## src/rtl/jk_seq_pkg.sv

```systemverilog
// ---------------------------------------------------------------------------
// jk_seq_pkg
// Shared definitions for the JK-cell sequencer:
//   - command op-code encodings
//   - sequencer FSM state type
//   - helper that tells legal op-codes from illegal ones
// ---------------------------------------------------------------------------
package jk_seq_pkg;

    localparam logic [2:0] OP_NOP    = 3'b000;
    localparam logic [2:0] OP_CLEAR  = 3'b001;
    localparam logic [2:0] OP_LOAD   = 3'b010;
    localparam logic [2:0] OP_TOGGLE = 3'b011;
    localparam logic [2:0] OP_UP     = 3'b100;
    localparam logic [2:0] OP_DOWN   = 3'b101;

    typedef enum logic [1:0] {
        S_IDLE = 2'd0,
        S_EXEC = 2'd1,
        S_RUN  = 2'd2,
        S_DONE = 2'd3
    } state_t;

    // Codes 110 and 111 are unassigned; everything up to DOWN is legal.
    function automatic logic op_is_legal(input logic [2:0] op);
        return (op <= OP_DOWN);
    endfunction

endpackage

```

## src/rtl/jk_ff_cell.sv

```systemverilog
// ---------------------------------------------------------------------------
// jk_ff_cell
// Single-bit JK flip-flop, rising-edge, synchronous active-high reset to 0.
//   clk_i  clock
//   rst_i  synchronous reset, forces q_o to 0
//   j_i    J excitation
//   k_i    K excitation
//   q_o    stored bit
// J/K = 00 hold, 01 clear, 10 set, 11 toggle.
// ---------------------------------------------------------------------------
module jk_ff_cell (
    input  logic clk_i,
    input  logic rst_i,
    input  logic j_i,
    input  logic k_i,
    output logic q_o
);

    logic q_q;

    always_ff @(posedge clk_i) begin
        if (rst_i) begin
            q_q <= 1'b0;
        end else begin
            case ({j_i, k_i})
                2'b01:   q_q <= 1'b0;
                2'b10:   q_q <= 1'b1;
                2'b11:   q_q <= ~q_q;
                default: q_q <= q_q;
            endcase
        end
    end

    assign q_o = q_q;

endmodule

```

## src/rtl/jk_seq_ctrl.sv

```systemverilog
// ---------------------------------------------------------------------------
// jk_seq_ctrl
// Command-driven sequencer for a bank of WIDTH JK cells. Each cycle it
// produces the J/K excitation that realises clear, load, toggle-mask and
// multi-step up/down counting, and applies it to the internal JK bank.
//
// Ports:
//   clk        rising-edge clock
//   rst        synchronous reset, active-high
//   cmd_valid  command present
//   cmd_ready  block can accept a command (FSM in IDLE)
//   cmd_op     operation code (see jk_seq_pkg)
//   cmd_data   load value or toggle mask
//   cmd_steps  number of count steps for UP/DOWN
//   q          JK bank state
//   j_vec      J excitation applied to the bank this cycle
//   k_vec      K excitation applied to the bank this cycle
//   busy       command executing (EXEC or RUN)
//   done       one-cycle completion pulse
//   err        one-cycle pulse with done when the op was illegal
//
// Handshake: a command transfers on a rising edge where cmd_valid and
// cmd_ready are both 1; op/data/steps are latched on that edge. cmd_valid
// while cmd_ready is 0 is ignored (no queuing); the source must hold the
// command until it sees the transfer edge.
// ---------------------------------------------------------------------------
module jk_seq_ctrl
    import jk_seq_pkg::*;
#(
    parameter int WIDTH = 4,
    parameter int CNT_W = 8
) (
    input  logic             clk,
    input  logic             rst,
    input  logic             cmd_valid,
    output logic             cmd_ready,
    input  logic [2:0]       cmd_op,
    input  logic [WIDTH-1:0] cmd_data,
    input  logic [CNT_W-1:0] cmd_steps,
    output logic [WIDTH-1:0] q,
    output logic [WIDTH-1:0] j_vec,
    output logic [WIDTH-1:0] k_vec,
    output logic             busy,
    output logic             done,
    output logic             err
);

    localparam logic [CNT_W-1:0] REM_ONE = CNT_W'(1);

    state_t           state_q, state_d;
    logic [2:0]       op_q, op_d;
    logic [WIDTH-1:0] data_q, data_d;
    logic [CNT_W-1:0] rem_q, rem_d;
    logic             accept;

    // Bit i toggles when every lower bit of v is 1; bit 0 always toggles.
    // Feeding q gives an up-count step, feeding ~q a down-count step.
    function automatic logic [WIDTH-1:0] toggle_mask(input logic [WIDTH-1:0] v);
        logic [WIDTH-1:0] m;
        logic             acc;
        m   = '0;
        acc = 1'b1;
        for (int i = 0; i < WIDTH; i++) begin
            m[i] = acc;
            acc  = acc & v[i];
        end
        return m;
    endfunction

    assign cmd_ready = (state_q == S_IDLE);
    assign accept    = cmd_valid && cmd_ready;

    // State register
    always_ff @(posedge clk) begin
        if (rst) begin
            state_q <= S_IDLE;
            op_q    <= OP_NOP;
            data_q  <= '0;
            rem_q   <= '0;
        end else begin
            state_q <= state_d;
            op_q    <= op_d;
            data_q  <= data_d;
            rem_q   <= rem_d;
        end
    end

    // Next-state logic
    always_comb begin
        state_d = state_q;
        op_d    = op_q;
        data_d  = data_q;
        rem_d   = rem_q;
        case (state_q)
            S_IDLE: begin
                if (accept) begin
                    op_d   = cmd_op;
                    data_d = cmd_data;
                    rem_d  = '0;
                    case (cmd_op)
                        OP_CLEAR, OP_LOAD, OP_TOGGLE: state_d = S_EXEC;
                        OP_UP, OP_DOWN: begin
                            if (cmd_steps == '0) begin
                                state_d = S_DONE;
                            end else begin
                                state_d = S_RUN;
                                rem_d   = cmd_steps;
                            end
                        end
                        default: state_d = S_DONE;  // NOP and illegal codes
                    endcase
                end
            end
            S_EXEC: state_d = S_DONE;
            S_RUN: begin
                rem_d = rem_q - REM_ONE;
                if (rem_q == REM_ONE) begin
                    state_d = S_DONE;
                end
            end
            S_DONE:  state_d = S_IDLE;
            default: state_d = S_IDLE;
        endcase
    end

    // Excitation: zero (hold) everywhere except EXEC and RUN.
    always_comb begin
        j_vec = '0;
        k_vec = '0;
        if (state_q == S_EXEC) begin
            case (op_q)
                OP_CLEAR: begin
                    j_vec = '0;
                    k_vec = '1;
                end
                OP_LOAD: begin
                    j_vec = data_q;
                    k_vec = ~data_q;
                end
                OP_TOGGLE: begin
                    j_vec = data_q;
                    k_vec = data_q;
                end
                default: begin
                    j_vec = '0;
                    k_vec = '0;
                end
            endcase
        end else if (state_q == S_RUN) begin
            if (op_q == OP_DOWN) begin
                j_vec = toggle_mask(~q);
            end else begin
                j_vec = toggle_mask(q);
            end
            k_vec = j_vec;
        end
    end

    assign busy = (state_q == S_EXEC) || (state_q == S_RUN);
    assign done = (state_q == S_DONE);
    assign err  = done && !op_is_legal(op_q);

    // JK storage bank
    for (genvar g = 0; g < WIDTH; g++) begin : g_cell
        jk_ff_cell u_cell (
            .clk_i (clk),
            .rst_i (rst),
            .j_i   (j_vec[g]),
            .k_i   (k_vec[g]),
            .q_o   (q[g])
        );
    end

endmodule
```

## config.mk

```make
export PLATFORM = sky130hd
export DESIGN_NAME = jk_seq_ctrl
export DESIGN_NICKNAME = d
export VERILOG_FILES = /design/src/rtl/jk_seq_pkg.sv /design/src/rtl/jk_ff_cell.sv /design/src/rtl/jk_seq_ctrl.sv
export SDC_FILE = /design/constraint.sdc
export NUM_CORES = 1
export LEC_CHECK = 0
export ABC_AREA = 1
export CORE_MARGIN = 10
export CORE_UTILIZATION = 39
export CTS_BUF_LIST = sky130_fd_sc_hd__clkbuf_4 sky130_fd_sc_hd__clkbuf_8
export CTS_CLUSTER_DIAMETER = 50
export DETAILED_ROUTE_END_ITERATION = 10
export HOLD_SLACK_MARGIN = 0.03
export PLACE_DENSITY = 0.72
export SKIP_LAST_GASP = 1
export SLEW_MARGIN = 30
export SYNTH_ARGS = -nofsm -noshare
export SYNTH_HDL_FRONTEND = slang
export SYNTH_SLANG_ARGS = --single-unit
```

## constraint.sdc

```tcl
create_clock -name clk -period 1.31 [get_ports clk]
set_input_delay 0.1965 -clock clk [delete_from_list [all_inputs] [get_ports clk]]
set_output_delay 0.1965 -clock clk [all_outputs]
set_load 0.05 [all_outputs]
```

# Word-level counts from Yosys, hierarchy flattened

Cells that the tools add are included.

Bits in registers: 21
Output and inout bits: 16
Word-level logic and storage cells: 83

Add/sub/neg operators: 1
Magnitude comparators: 1
Eq/ne operators: 27
Mux-type cells: 19
Bitwise operators: 10
Reduce and logical (&&, ||, !) cells: 17

Operator list:

| operator                                         | number |
|---|---|
| two-way mux 8 bit                                | 3 |
| == test 2 bit, second input constant             | 10 |
| two-way mux 4 bit                                | 5 |
| one-hot mux 8 bit (2 select lines)               | 1 |
| == test 3 x 2 -> 1 bit, second input constant    | 4 |
| one-hot mux 1 bit (3 select lines)               | 4 |
| one-hot mux 4 bit (3 select lines)               | 1 |
| nonzero test 3 bit                               | 4 |
| == test 2 x 1 -> 1 bit, second input constant    | 5 |
| == test 3 bit, second input constant             | 3 |
| == test 8 x 1 -> 1 bit, second input constant    | 1 |
| zero test 8 bit                                  | 1 |
| one-hot mux 2 bit (4 select lines)               | 1 |
| subtractor 8 x 1 -> 8 bit, second input constant | 1 |
| == test 3 x 1 -> 1 bit, second input constant    | 2 |
| AND reduction 2 bit                              | 3 |
| bitwise AND 1 bit                                | 4 |
| two-way mux 2 bit                                | 2 |
| inverter 1 bit                                   | 4 |
| inverter 4 bit                                   | 1 |
| one-hot mux 2 bit (2 select lines)               | 1 |
| OR reduction 2 bit                               | 2 |
| <= comparator 3 bit, second input constant       | 1 |
| inverter 3 bit                                   | 1 |
| other kinds (9)                                  | 10 |

# Logic depth before layout (Yosys ltp)

Depth after elaboration: 8
Depth in mapped cells: 10

# Modules after synthesis

Synthesis repeated with hierarchy kept, for this count alone.

Cells, all modules: 215
Area, all modules: 1383.8 um^2

By module, submodules not included:

| module      | times used | cells an instance | area each (um^2) |
|---|---|---|---|
| jk_seq_ctrl | 1          | 191               | 1228.7 |
| jk_ff_cell  | 4          | 6                 | 38.8 |

# Least setup slack after synthesis

OpenSTA, ideal clock, no wires.

Path kind: register to output
Start point: register state_q[0]
End point: output err
Arrival time: 1.571 ns
Data required time: 1.113 ns
Setup slack: -0.458 ns
Stages on the path, launching flop included: 4
Path through: dfxtp_1 -> ha_1 -> nand2_1 -> nor2_1

Cells in the longest elaborated chain, start to end: 2

RTL lines:

| element                  | RTL line           | source |
|---|---|---|
| start: declaration       | jk_seq_ctrl.sv:50  | `state_t state_q, state_d;` |
| start signal: assignment | jk_seq_ctrl.sv:81  | `state_q <= state_d;` |
| == test 2 bit            | jk_seq_ctrl.sv:160 | `assign done = (state_q == S_DONE);` |
| named net done           | jk_seq_ctrl.sv:44  | `output logic done,` |
| logical AND 1 bit        | jk_seq_ctrl.sv:161 | `assign err = done && !op_is_legal(op_q);` |
| end: declaration         | jk_seq_ctrl.sv:45  | `output logic err` |

The timed path passes the listed nets, and every way through them passes these cells.

# Worst setup path in the final report

Start point: register state_q[0]
End point: output j_vec[1]

Cells in the longest elaborated chain, start to end: 3
Elaborated cells on any way between the ends: 4

RTL lines:

| element             | RTL line           | source |
|---|---|---|
| == test 2 bit       | jk_seq_ctrl.sv:149 | `end else if (state_q == S_RUN) begin` |
| two-way mux 4 bit   | jk_seq_ctrl.sv:149 |  |
| two-way mux 4 bit * | jk_seq_ctrl.sv:130 | `if (state_q == S_EXEC) begin` |
| end: declaration    | jk_seq_ctrl.sv:41  | `output logic [WIDTH-1:0] j_vec,` |

Every way passes the cells marked *; elsewhere a longest branch is shown, timed or not.

==> impl_metrics.sql <==
INSERT INTO impl_metrics (metric_group, metric, value, unit) VALUES
('outcome', 'outcome', 'finished with violations', ''),
('outcome', 'failing_checks', 'negative setup slack', ''),
('synthesis', 'asyncSetResetFlopFracSynth', '0', '%'),
('pwr', 'cellLeakagePower', '1.11', 'nW'),
('detailed_routing', 'vias_per_cell', '5.07', ''),
('job', 'cap_violations', '0', ''),
('global_route', 'grt_remaining_overflow', '0', ''),
('cts', 'clkSinkCount', '21', ''),
('setup_path', 'crit_arrival', '1.47', 'ns'),
('setup_path', 'critPathKind', 'flop to output port', ''),
('pwr', 'power_per_cell_area', '2150', 'nW/um2'),
('detailed_routing', 'drt_pre_antenna_iters', '4', ''),
('setup_path', 'reg2reg_setup_slack', '-0.27', 'ns'),
('synthesis', 'synthesis.yosys.warnings', '0', ''),
('sta', 'timing.clock.skew', '0.00679', 'ns'),
('cts', 'clk-insertion-delay-late', '0.26', 'ns'),
('cells_and_area', 'drive_gt1_share', '42.5', '%'),
('synthesis', 'netlist_area', '1490', 'um2'),
('floorplan', 'starting_density_of_the_core', '40.5', '%'),
('synthesis', 'yosys.area.top_type', 'sky130_fd_sc_hd__dfxtp_1', ''),
('synthesis', 'synth.lib_cells_used.distinct', '26', ''),
('cells_and_area', 'ant_cells', '0', ''),
('synthesis', 'netlist_top_cells_area', 'sky130_fd_sc_hd__dfxtp_1, sky130_fd_sc_hd__nand2_1, sky130_fd_sc_hd__buf_4, sky130_fd_sc_hd__a21oi_1, sky130_fd_sc_hd__ha_1', ''),
('synthesis', 'post_synth_inst_count', '226', ''),
('cts', 'clkTransAtPathRegs', '0.08', 'ns'),
('sta', 'worst_slack', '-0.354', 'ns'),
('floorplan', 'coreArea', '3690', 'um2'),
('synthesis', 'area_share_of_the_largest_cell_type_after_synthesis', '28.1', '%'),
('synthesis', 'ys_seq_area_share', '28.1', '%'),
('sta', 'rsz0062_at_grt', 'yes', ''),
('detailed_routing', 'drt-initial-drc-count', '164', ''),
('synthesis', 'yosys_register_bits', '21', ''),
('placement', 'gp_congestion', '0.898', ''),
('setup_path', 'worst_endpoint_required_time', '1.11', 'ns'),
('sta', 'finalSetupViolations', '33', ''),
('cts', 'cts_max_level', '1', ''),
('min_path', 'hold_path_depth', '2', ''),
('global_route', 'via_count_of_the_first_global_routing_pass', '1709', ''),
('placement', 'placed_area', '2190', 'um2'),
('synthesis', 'mappedNetlistNets', '251', ''),
('synthesis', 'synth_common_cells', 'sky130_fd_sc_hd__nand2_1, sky130_fd_sc_hd__dfxtp_1, sky130_fd_sc_hd__inv_1, sky130_fd_sc_hd__nor2_1, sky130_fd_sc_hd__a21oi_1', ''),
('detailed_routing', 'dr_total_vias', '1725', ''),
('floorplan', 'fp.dieArea', '6710', 'um2'),
('detailed_routing', 'detail_route.wirelength', '4.85', 'mm'),
('setup_path', 'reg2regPathDepth', '12', ''),
('sta', 'slew_headroom', '66.1', '%'),
('cts', 'cts_tree', 'built', ''),
('setup_path', 'cp_max_fo', '4', ''),
('min_path', 'hold_path_startpoint', 'rem_q[5]$_SDFFE_PP0P_', ''),
('floorplan', 'chipHeight', '81.9', 'um'),
('cells_and_area', 'final_net_count', '318', ''),
('sta', 'slew_viol_final', '0', ''),
('floorplan', 'num_io_pins', '34', ''),
('detailed_routing', 'wl_per_cell', '14.3', 'um'),
('sta', 'max_freq', '0.601', 'GHz'),
('sta', 'report.final.hold_viol_count', '0', ''),
('sta', 'layout_worst_path_cycle_share', '127', '%'),
('global_route', 'grt_antenna_before_repair', '0', ''),
('floorplan', 'rows', '22', ''),
('cts', 'clockRootBuffer', 'sky130_fd_sc_hd__clkbuf_8', ''),
('synthesis', 'syn-mean-instance-area', '6.61', 'um2'),
('cells_and_area', 'post-route-util', '71.7', '%'),
('cts', 'numCtsBuffers', '3', ''),
('global_route', 'global_route_wire_length_before_repair', '7.55', 'mm'),
('pwr', 'total_power', '0.00569', 'W'),
('placement', 'hpwlAfterDp', '3.31', 'mm'),
('synthesis', 'synth-edff-count', '0', ''),
('synthesis', 'ys.flop_type', 'sky130_fd_sc_hd__dfxtp_1', ''),
('cells_and_area', 'postLayoutCellArea', '2650', 'um2'),
('setup_path', 'r2r-end', 'g_cell[2].u_cell.q_o$_SDFFE_PP0P_', ''),
('detailed_routing', 'ant_nets', '0', '');
==> worst max path at each step <==
stage | from | end | slack (ns) | cells after the start
after global routing | state_q[0]$_SDFFE_PP0P_ | j_vec[3] | -0.42 | 7
after global placement | cmd_valid | rem_q[7]$_SDFFE_PP0P_ | -0.15 | 6
after CTS | state_q[1]$_SDFFE_PP0P_ | j_vec[3] | -0.34 | 6
final | state_q[0]$_SDFFE_PP0P_ | j_vec[1] | -0.35 | 7
after detailed placement | state_q[1]$_SDFFE_PP0P_ | rem_q[7]$_SDFFE_PP0P_ | -0.17 | 6
after floorplan | state_q[0]$_SDFFE_PP0P_ | j_vec[1] | -0.06 | 8
==> metal layers <==
metal | vias up | global-route usage (%) | part of all wire (%)
met5 | - | 0 | 0
met4 | 0 | 2.55 | 0.95
met3 | 8 | 3.71 | 6.7
met2 | 56 | 25.2 | 51
met1 | 797 | 15.6 | 41
li1 | 864 | - | -
==> cell usage in the layout (no fill, tap or decap), types with 5 or more instances in the layout <==
master	n
sky130_fd_sc_hd__o21ai_0	8
sky130_fd_sc_hd__nand2_1	41
sky130_fd_sc_hd__buf_6	17
sky130_fd_sc_hd__dfxtp_1	16
sky130_fd_sc_hd__nor2_1	20
sky130_fd_sc_hd__nand3_1	14
sky130_fd_sc_hd__inv_1	19
sky130_fd_sc_hd__a21oi_1	11
sky130_fd_sc_hd__a21oi_2	8
sky130_fd_sc_hd__buf_4	25
sky130_fd_sc_hd__dfxtp_4	5
sky130_fd_sc_hd__ha_4	5
sky130_fd_sc_hd__clkdlybuf4s50_1	17
sky130_fd_sc_hd__buf_12	16
sky130_fd_sc_hd__nand4_1	6
sky130_fd_sc_hd__o21ai_1	11
sky130_fd_sc_hd__nand2_2	9
==> stage by stage <==
step | setup TNS [ns] | setup slack [ns] | instances | hold slack, ns
detailed placement | -2.35 | -0.166 | 318 | 0.477
global route | -8.86 | -0.416 | 340 | 0.526
floorplan | -0.330 | -0.0614 | 226 | 0.266
global placement | -1.55 | -0.151 | 318 | 0.471
finish | -6.83 | -0.354 | 340 | 0.489
CTS | -6.19 | -0.338 | 336 | 0.489
==> final cells by class <==
class,count,area [um2]
Clock buffer,3,41.3
Clock inverter,1,5.00
Fill cell,271,1040
Inverter,26,113
Multi-Input combinational cell,164,1080
Sequential cell,21,439
Tap cell,48,60.1
Timing Repair Buffer,77,910
==> critical path: stages, from the launching register on <==
cell and delay [ns]:
sky130_fd_sc_hd__dfxtp_4 0.38, sky130_fd_sc_hd__inv_4 0.07, sky130_fd_sc_hd__ha_4 0.16, sky130_fd_sc_hd__inv_6 0.04, sky130_fd_sc_hd__nor2_4 0.16, sky130_fd_sc_hd__nand3_4 0.13
sky130_fd_sc_hd__o21ai_4 0.10, sky130_fd_sc_hd__buf_12 0.15
==> flip-flops by register name, summed over array words and instances (netlist names) <==
register and flops:
data_q 4, g_cell.u_cell.q_o 4, op_q 3, state_q 2, rem_q 8
==> kinds of logic after synthesis <==
| family | after synthesis | synth area share, % |
|---|---|---|
| AO/OA/AOI/OAI | 50 | 18.5 |
| buffers and inverters | 42 | 14.7 |
| AND/OR/NAND/NOR | 106 | 32.7 |
| flip-flops | 21 | 28.1 |
| adder cells (fa/ha/maj) | 7 | 5.86 |
==> repair_timing <==
| action | 4_1_cts | 5_1_grt |
|---|---|---|
| resized for setup | 35 | 37 |
| setup endpoints to repair | 25 | 33 |
| cloned | 1 | 1 |
| pin swaps | 16 | 10 |
| hold buffers | 0 | 0 |
| buffers inserted | 13 | 6 |
==> report_power, final <==
group          internal, W  switching [W]  total (W)
registers         0.000843       0.000197    0.00104
clock network     0.000212       0.000220   0.000432
logic              0.00199        0.00222    0.00421
Note: power is estimated with default switching activity, not from simulation.
